## src/rtl/audio_out_scheduler.sv

```systemverilog
// audio_out_scheduler
// Time-shares the Audio_Controller output FIFO between NUM_SRC sound-effect
// sources and the mic passthrough. Once per output frame it visits each
// source slot in order and accumulates the enabled samples. It then applies
// the master volume shift, adds the mic sample when one is available,
// saturates, and issues one write_audio_out (with read_audio_in in MIX).
module audio_out_scheduler #(
  parameter int NUM_SRC = 4,
  parameter int DATA_W  = 32
) (
  input  logic                        CLOCK_50,
  input  logic                        resetn,
  input  logic [NUM_SRC-1:0]          src_enable,
  input  logic [NUM_SRC-1:0]          src_valid,
  input  logic [NUM_SRC*DATA_W-1:0]   src_sample,
  output logic [NUM_SRC-1:0]          src_ready,
  input  logic [2:0]                  volume_shift,
  input  logic                        mic_en,
  input  logic                        clear_underrun,
  input  logic                        audio_out_allowed,
  input  logic                        audio_in_available,
  input  logic [DATA_W-1:0]           left_channel_audio_in,
  input  logic [DATA_W-1:0]           right_channel_audio_in,
  output logic                        read_audio_in,
  output logic                        write_audio_out,
  output logic [DATA_W-1:0]           left_channel_audio_out,
  output logic [DATA_W-1:0]           right_channel_audio_out,
  output logic                        underrun,
  output logic                        busy,
  output logic [15:0]                 frame_cnt
);

  localparam int IDX_W = (NUM_SRC > 1) ? $clog2(NUM_SRC) : 1;
  // Four guard bits: 8 full-scale sources plus the mic cannot overflow.
  localparam int ACC_W = DATA_W + 4;
  localparam logic [IDX_W-1:0] LAST_IDX = IDX_W'(NUM_SRC - 1);

  typedef enum logic [1:0] {
    S_IDLE    = 2'd0,
    S_COLLECT = 2'd1,
    S_MIX     = 2'd2,
    S_WRITE   = 2'd3
  } state_t;

  // Sign-extend a DATA_W sample to accumulator width.
  function automatic logic signed [ACC_W-1:0] sext(input logic [DATA_W-1:0] x);
    sext = {{(ACC_W-DATA_W){x[DATA_W-1]}}, x};
  endfunction

  // Clamp an accumulator-width value to the signed DATA_W range.
  function automatic logic [DATA_W-1:0] sat(input logic signed [ACC_W-1:0] v);
    logic signed [ACC_W-1:0] hi;
    logic signed [ACC_W-1:0] lo;
    hi = {{(ACC_W-DATA_W+1){1'b0}}, {(DATA_W-1){1'b1}}};
    lo = {{(ACC_W-DATA_W+1){1'b1}}, {(DATA_W-1){1'b0}}};
    if (v > hi) begin
      sat = hi[DATA_W-1:0];
    end else if (v < lo) begin
      sat = lo[DATA_W-1:0];
    end else begin
      sat = v[DATA_W-1:0];
    end
  endfunction

  state_t                   state_q, state_d;
  logic [IDX_W-1:0]         idx_q, idx_d;
  logic signed [ACC_W-1:0]  acc_q, acc_d;
  logic [DATA_W-1:0]        left_q, left_d;
  logic [DATA_W-1:0]        right_q, right_d;
  logic                     underrun_q, underrun_d;
  logic                     busy_q;
  logic [15:0]              frame_cnt_q, frame_cnt_d;

  logic [DATA_W-1:0]        samples_s [NUM_SRC];
  logic                     slot_take_s;
  logic                     slot_miss_s;
  logic                     mic_take_s;
  logic signed [ACC_W-1:0]  mix_s;
  logic signed [ACC_W-1:0]  mic_l_s;
  logic signed [ACC_W-1:0]  mic_r_s;

  // Unpack the flat sample bus into one word per source.
  always_comb begin
    for (int i = 0; i < NUM_SRC; i++) begin
      samples_s[i] = src_sample[i*DATA_W +: DATA_W];
    end
  end

  // Per-slot handshake, underrun detection and the volume/mic mix terms.
  always_comb begin
    slot_take_s = (state_q == S_COLLECT) && src_enable[idx_q] && src_valid[idx_q];
    slot_miss_s = (state_q == S_COLLECT) && src_enable[idx_q] && !src_valid[idx_q];
    mic_take_s  = (state_q == S_MIX) && mic_en && audio_in_available;
    mix_s       = acc_q >>> volume_shift;
    if (mic_take_s) begin
      mic_l_s = sext(left_channel_audio_in);
      mic_r_s = sext(right_channel_audio_in);
    end else begin
      mic_l_s = {ACC_W{1'b0}};
      mic_r_s = {ACC_W{1'b0}};
    end
  end

  // One-hot ready toward the source currently being polled.
  always_comb begin
    src_ready = {NUM_SRC{1'b0}};
    if (slot_take_s) begin
      src_ready[idx_q] = 1'b1;
    end else begin
      src_ready = {NUM_SRC{1'b0}};
    end
  end

  // FIFO strobes: mic pop in MIX, output push in WRITE when space exists.
  always_comb begin
    read_audio_in   = mic_take_s;
    write_audio_out = (state_q == S_WRITE) && audio_out_allowed;
  end

  // Next-state logic for the frame FSM and its datapath registers.
  always_comb begin
    state_d     = state_q;
    idx_d       = idx_q;
    acc_d       = acc_q;
    left_d      = left_q;
    right_d     = right_q;
    frame_cnt_d = frame_cnt_q;
    case (state_q)
      S_IDLE: begin
        if (audio_out_allowed) begin
          state_d = S_COLLECT;
          idx_d   = {IDX_W{1'b0}};
          acc_d   = {ACC_W{1'b0}};
        end else begin
          state_d = S_IDLE;
        end
      end
      S_COLLECT: begin
        if (slot_take_s) begin
          acc_d = acc_q + sext(samples_s[idx_q]);
        end else begin
          acc_d = acc_q;
        end
        if (idx_q == LAST_IDX) begin
          state_d = S_MIX;
        end else begin
          idx_d = idx_q + IDX_W'(1);
        end
      end
      S_MIX: begin
        left_d  = sat(mix_s + mic_l_s);
        right_d = sat(mix_s + mic_r_s);
        state_d = S_WRITE;
      end
      S_WRITE: begin
        if (audio_out_allowed) begin
          frame_cnt_d = frame_cnt_q + 16'd1;
          state_d     = S_IDLE;
        end else begin
          state_d = S_WRITE;
        end
      end
      default: begin
        state_d = S_IDLE;
      end
    endcase
  end

  // Sticky underrun: a miss in the current slot outranks a clear request.
  always_comb begin
    if (slot_miss_s) begin
      underrun_d = 1'b1;
    end else if (clear_underrun) begin
      underrun_d = 1'b0;
    end else begin
      underrun_d = underrun_q;
    end
  end

  // State and output registers with synchronous active-low reset.
  always_ff @(posedge CLOCK_50) begin
    if (!resetn) begin
      state_q     <= S_IDLE;
      idx_q       <= {IDX_W{1'b0}};
      acc_q       <= {ACC_W{1'b0}};
      left_q      <= {DATA_W{1'b0}};
      right_q     <= {DATA_W{1'b0}};
      underrun_q  <= 1'b0;
      busy_q      <= 1'b0;
      frame_cnt_q <= 16'd0;
    end else begin
      state_q     <= state_d;
      idx_q       <= idx_d;
      acc_q       <= acc_d;
      left_q      <= left_d;
      right_q     <= right_d;
      underrun_q  <= underrun_d;
      busy_q      <= (state_d != S_IDLE);
      frame_cnt_q <= frame_cnt_d;
    end
  end

  assign left_channel_audio_out  = left_q;
  assign right_channel_audio_out = right_q;
  assign underrun                = underrun_q;
  assign busy                    = busy_q;
  assign frame_cnt               = frame_cnt_q;

endmodule
```

## config.mk

```make
export PLATFORM = sky130hd
export DESIGN_NAME = audio_out_scheduler
export DESIGN_NICKNAME = d
export VERILOG_FILES = /design/src/rtl/audio_out_scheduler.sv
export SDC_FILE = /design/constraint.sdc
export NUM_CORES = 1
export LEC_CHECK = 0
export CAP_MARGIN = 25
export CORE_ASPECT_RATIO = 0.8
export CORE_UTILIZATION = 43
export DETAILED_ROUTE_END_ITERATION = 16
export PLACE_DENSITY = 0.78
export SLEW_MARGIN = 40
export SYNTH_ARGS = -nofsm -noshare
export SYNTH_HDL_FRONTEND = slang
export SYNTH_SLANG_ARGS = --single-unit
```

## constraint.sdc

```tcl
create_clock -name CLOCK_50 -period 5 [get_ports CLOCK_50]
set_input_delay 0.75 -clock CLOCK_50 [delete_from_list [all_inputs] [get_ports CLOCK_50]]
set_output_delay 0.75 -clock CLOCK_50 [all_outputs]
set_load 0.01 [all_outputs]
```

==> qor.yml, run 1 <==
die_area_um2: 30400
drive_above_1_share_pct: 21.89
avgSynthCellArea_um2: 8.538
critPathRequiredTime_ns: 5.31
ios: 297
p_per_area_nw_per_um2: 165.7
fin_ws_ns: 0.1843
drtPass1Iterations: 5
timing.fmax_mhz: 207.7
routabilityCongestion: 0.9718
netlist_top_cells_count: "122 x dfxtp_1, 110 x ha_1, 100 x a21oi_1"
status: "finished clean"
diodes: 0
nets: 2299
ant_nets: 0
final.setup_skew_ns: 0.01028
numPortBuffers: 296
synth-seq-cells: 122
syn_area_um2: 12770
drt_iter0_markers: 976
regArea_um2: 2444
rsz0062_at_grt: "no"
ys_types: 81
ys.flop_type: "dfxtp_1"
peakVddDrop_uv: 211.6
multiInputGateArea_um2: 9978
finalSetupViolations: 0
initial_utilization_pct: 43.61
h-tree-depth: 4
fillers: 2441
first_global_vias: 12988
rows: 56
grt_max_degree: 59
post-route-util_pct: 63.45
netlist_top_cells_area: "dfxtp_1 19%, ha_1 11%, mux4_2 9.0%"
cts-root-buf: "clkbuf_16"
wire_per_inst_um: 18.78
drv_slew: 0
cts_buffers: 17
syn_inst: 1496
synth_top_area_share_pct: 19.12
syn_nets: 1818
cts_tree: "yes"
place.detailed.hpwl_um: 35350
tns_ns: 0
hold_class: "reg2reg"
whs_path_depth: 2
cts_max_path_buffers: 2
layout_min_cycle_time_ns: 4.816
synth-edff-count: 0
place_ws_ns: -0.6088
num_vias: 13574
placed_cell_area_um2: 17810
start_kind: "input pin"
cts.clk_slew.worst_paths_ns: 0.06
power.leakage_nw: 8.064
ys_seq_area_share_pct: 19.12
clk_latency_ns: 0.44
clock_sinks: 122
tightestPinTransition_ns: 0.6884
yosysWarnings: 0
drcViolationCount: 0
synth-async-reset-ratio_pct: 0
synth_area_leader_cell: "dfxtp_1"
r2r_cells: 14
grtUsageTotal_pct: 28.55
wirelength_um: 44390
critPathCaptureType: "flop"
yosysMostFrequentCell: "dfxtp_1"
slew_headroom_pct: 54.01
overflow: 0
antenna_found_initial: 1
core_area_um2: 29290
chipWidth_um: 194.7
detail_route.vias_per_cell: 5.742
grt_pass1_wl_um: 69040
dieHeight_um: 156.2
area_growth_pct: 45.49
layout_worst_path_cycle_share_pct: 96.31
finish.instance_area_um2: 18580
hold_violations: 0
path_class: "in2reg"
arrival_ns: 5.13
maxCapViolCount: 0
crit_path_max_fanout: 17
[worst paths after layout]
kind | from | endpoint | slack [ns]
worst max-delay path | volume_shift[2] | right_channel_audio_out[6] | 0.18
worst min-delay path | right_channel_audio_out[30] | right_channel_audio_out[30] | 0.46
worst max register to register | idx_q[0] | acc_q[25] | 0.51
worst min register to register | right_channel_audio_out[30] | right_channel_audio_out[30] | 0.46
[metrics by stage]
| step | std cells | total power, mW | hold slack, ns |
|---|---|---|---|
| 2_1_floorplan | 1496 | 1.484 | 0.4751 |
| 3_3_place_gp | 2328 | 1.838 | 0.4410 |
| 3_5_place_dp | 2328 | 1.858 | 0.4445 |
| 4_1_cts | 2361 | 3.080 | 0.4570 |
| 5_1_grt | 2364 | 3.203 | 0.4906 |
| 6_report | 2364 | 3.080 | 0.4561 |
[cell families (layout without fill, tap and decap cells)]
logic type	Yosys count	after routing	synth area share, %
AOI/OAI and AO/OA	444	444	24.40
xor gates and xnor gates	109	109	7.474
adders and majority gates	113	113	11.24
buffers and inverters	118	609	3.859
DFF	122	122	19.12
muxes	103	103	13.37
and+or+nand+nor	487	487	20.53
[critical path, cell delays in order]
cell and delay [ns]:
clkdlybuf4s50_1 0.54, clkinv_1 0.14, buf_12 0.18, buf_4 0.15, mux4_2 0.47, buf_4 0.18, ha_1 0.30, o21ai_0 0.18
a21oi_1 0.10, a221o_1 0.34, and3_1 0.19, a41oi_2 0.27, a21oi_4 0.14, xor2_1 0.18, nor4_2 0.29, a211oi_2 0.13
buf_4 0.17, buf_6 0.15, a221o_1 0.27
[metal layers]
layer	share of wire [%]	vias up	track usage, %
met3	7.7	70	5.210
met5	0	-	0
li1	-	6576	-
met4	2.4	0	8.428
met1	47	6383	40.22
met2	43	545	44.15
[state kept, by name, indices dropped and copies added, names as in the netlist]
signal and flops:
frame_cnt 16, busy 1, underrun 1, acc_q 36, right_channel_audio_out 32, idx_q 2
left_channel_audio_out 32, state_q 2
[layout make-up]
type                       count  share of cell area (%)
clock inverter                 8                  0.5184
sequential                   122                   13.15
clock buffer                  21                   2.531
tap                          377                   2.538
timing repair buffer         553                   27.02
inverter                      27                  0.5453
multi-input combinational   1256                   53.69
[timing repair]
item / 4_1_cts / 5_1_grt
hold buffers: 0 / 0
hold endpoints to repair: 0 / 0
gates resized for setup: 16 / 12
setup buffers: 3 / 2
setup endpoints to repair: 62 / 62
pin swaps: 3 / 8
gates cloned: 1 / 1
[power breakdown]
part	total, mW	internal (mW)	switching [mW]
Clock	1.22	0.760	0.457
Combinational	0.854	0.459	0.394
Sequential	1.01	0.987	0.0225
Total	3.08	2.21	0.874
[cell usage in the layout (no fill, tap or decap), types with 25 or more instances in the layout]
| master | instances |
|---|---|
| a21o_1 | 40 |
| a21oi_1 | 94 |
| a22oi_1 | 29 |
| and2_1 | 93 |
| buf_4 | 246 |
| clkdlybuf4s50_1 | 293 |
| dfxtp_1 | 121 |
| ha_1 | 107 |
| inv_1 | 25 |
| mux2_2 | 31 |
| mux4_2 | 51 |
| nand2_1 | 92 |
| nand2b_1 | 27 |
| nand3_1 | 29 |
| nor2_1 | 95 |
| nor2b_1 | 42 |
| nor3_1 | 33 |
| o21ai_0 | 75 |
| xnor2_1 | 74 |
| xor2_1 | 35 |
No activity file was read; power rests on OpenSTA's default activity.
==> inputs of run 2 (changes only) <==
--- a/config.mk
+++ b/config.mk
@@ -8,6 +8,7 @@
 export CAP_MARGIN = 25
 export CORE_ASPECT_RATIO = 0.8
 export CORE_UTILIZATION = 43
+export CTS_CLUSTER_DIAMETER = 50
 export DETAILED_ROUTE_END_ITERATION = 16
 export PLACE_DENSITY = 0.78
 export SLEW_MARGIN = 40
==> results of run 2 <==
No change in the layout: final DEF, timing and power equal those of run 1.
==> inputs of run 3 (changes only) <==
--- a/config.mk
+++ b/config.mk
@@ -5,7 +5,7 @@
 export SDC_FILE = /design/constraint.sdc
 export NUM_CORES = 1
 export LEC_CHECK = 0
-export CAP_MARGIN = 25
+export CAP_MARGIN = 5
 export CORE_ASPECT_RATIO = 0.8
 export CORE_UTILIZATION = 43
 export CTS_CLUSTER_DIAMETER = 50
==> results of run 3 <==
No change in the layout: final DEF, timing and power equal those of run 1.
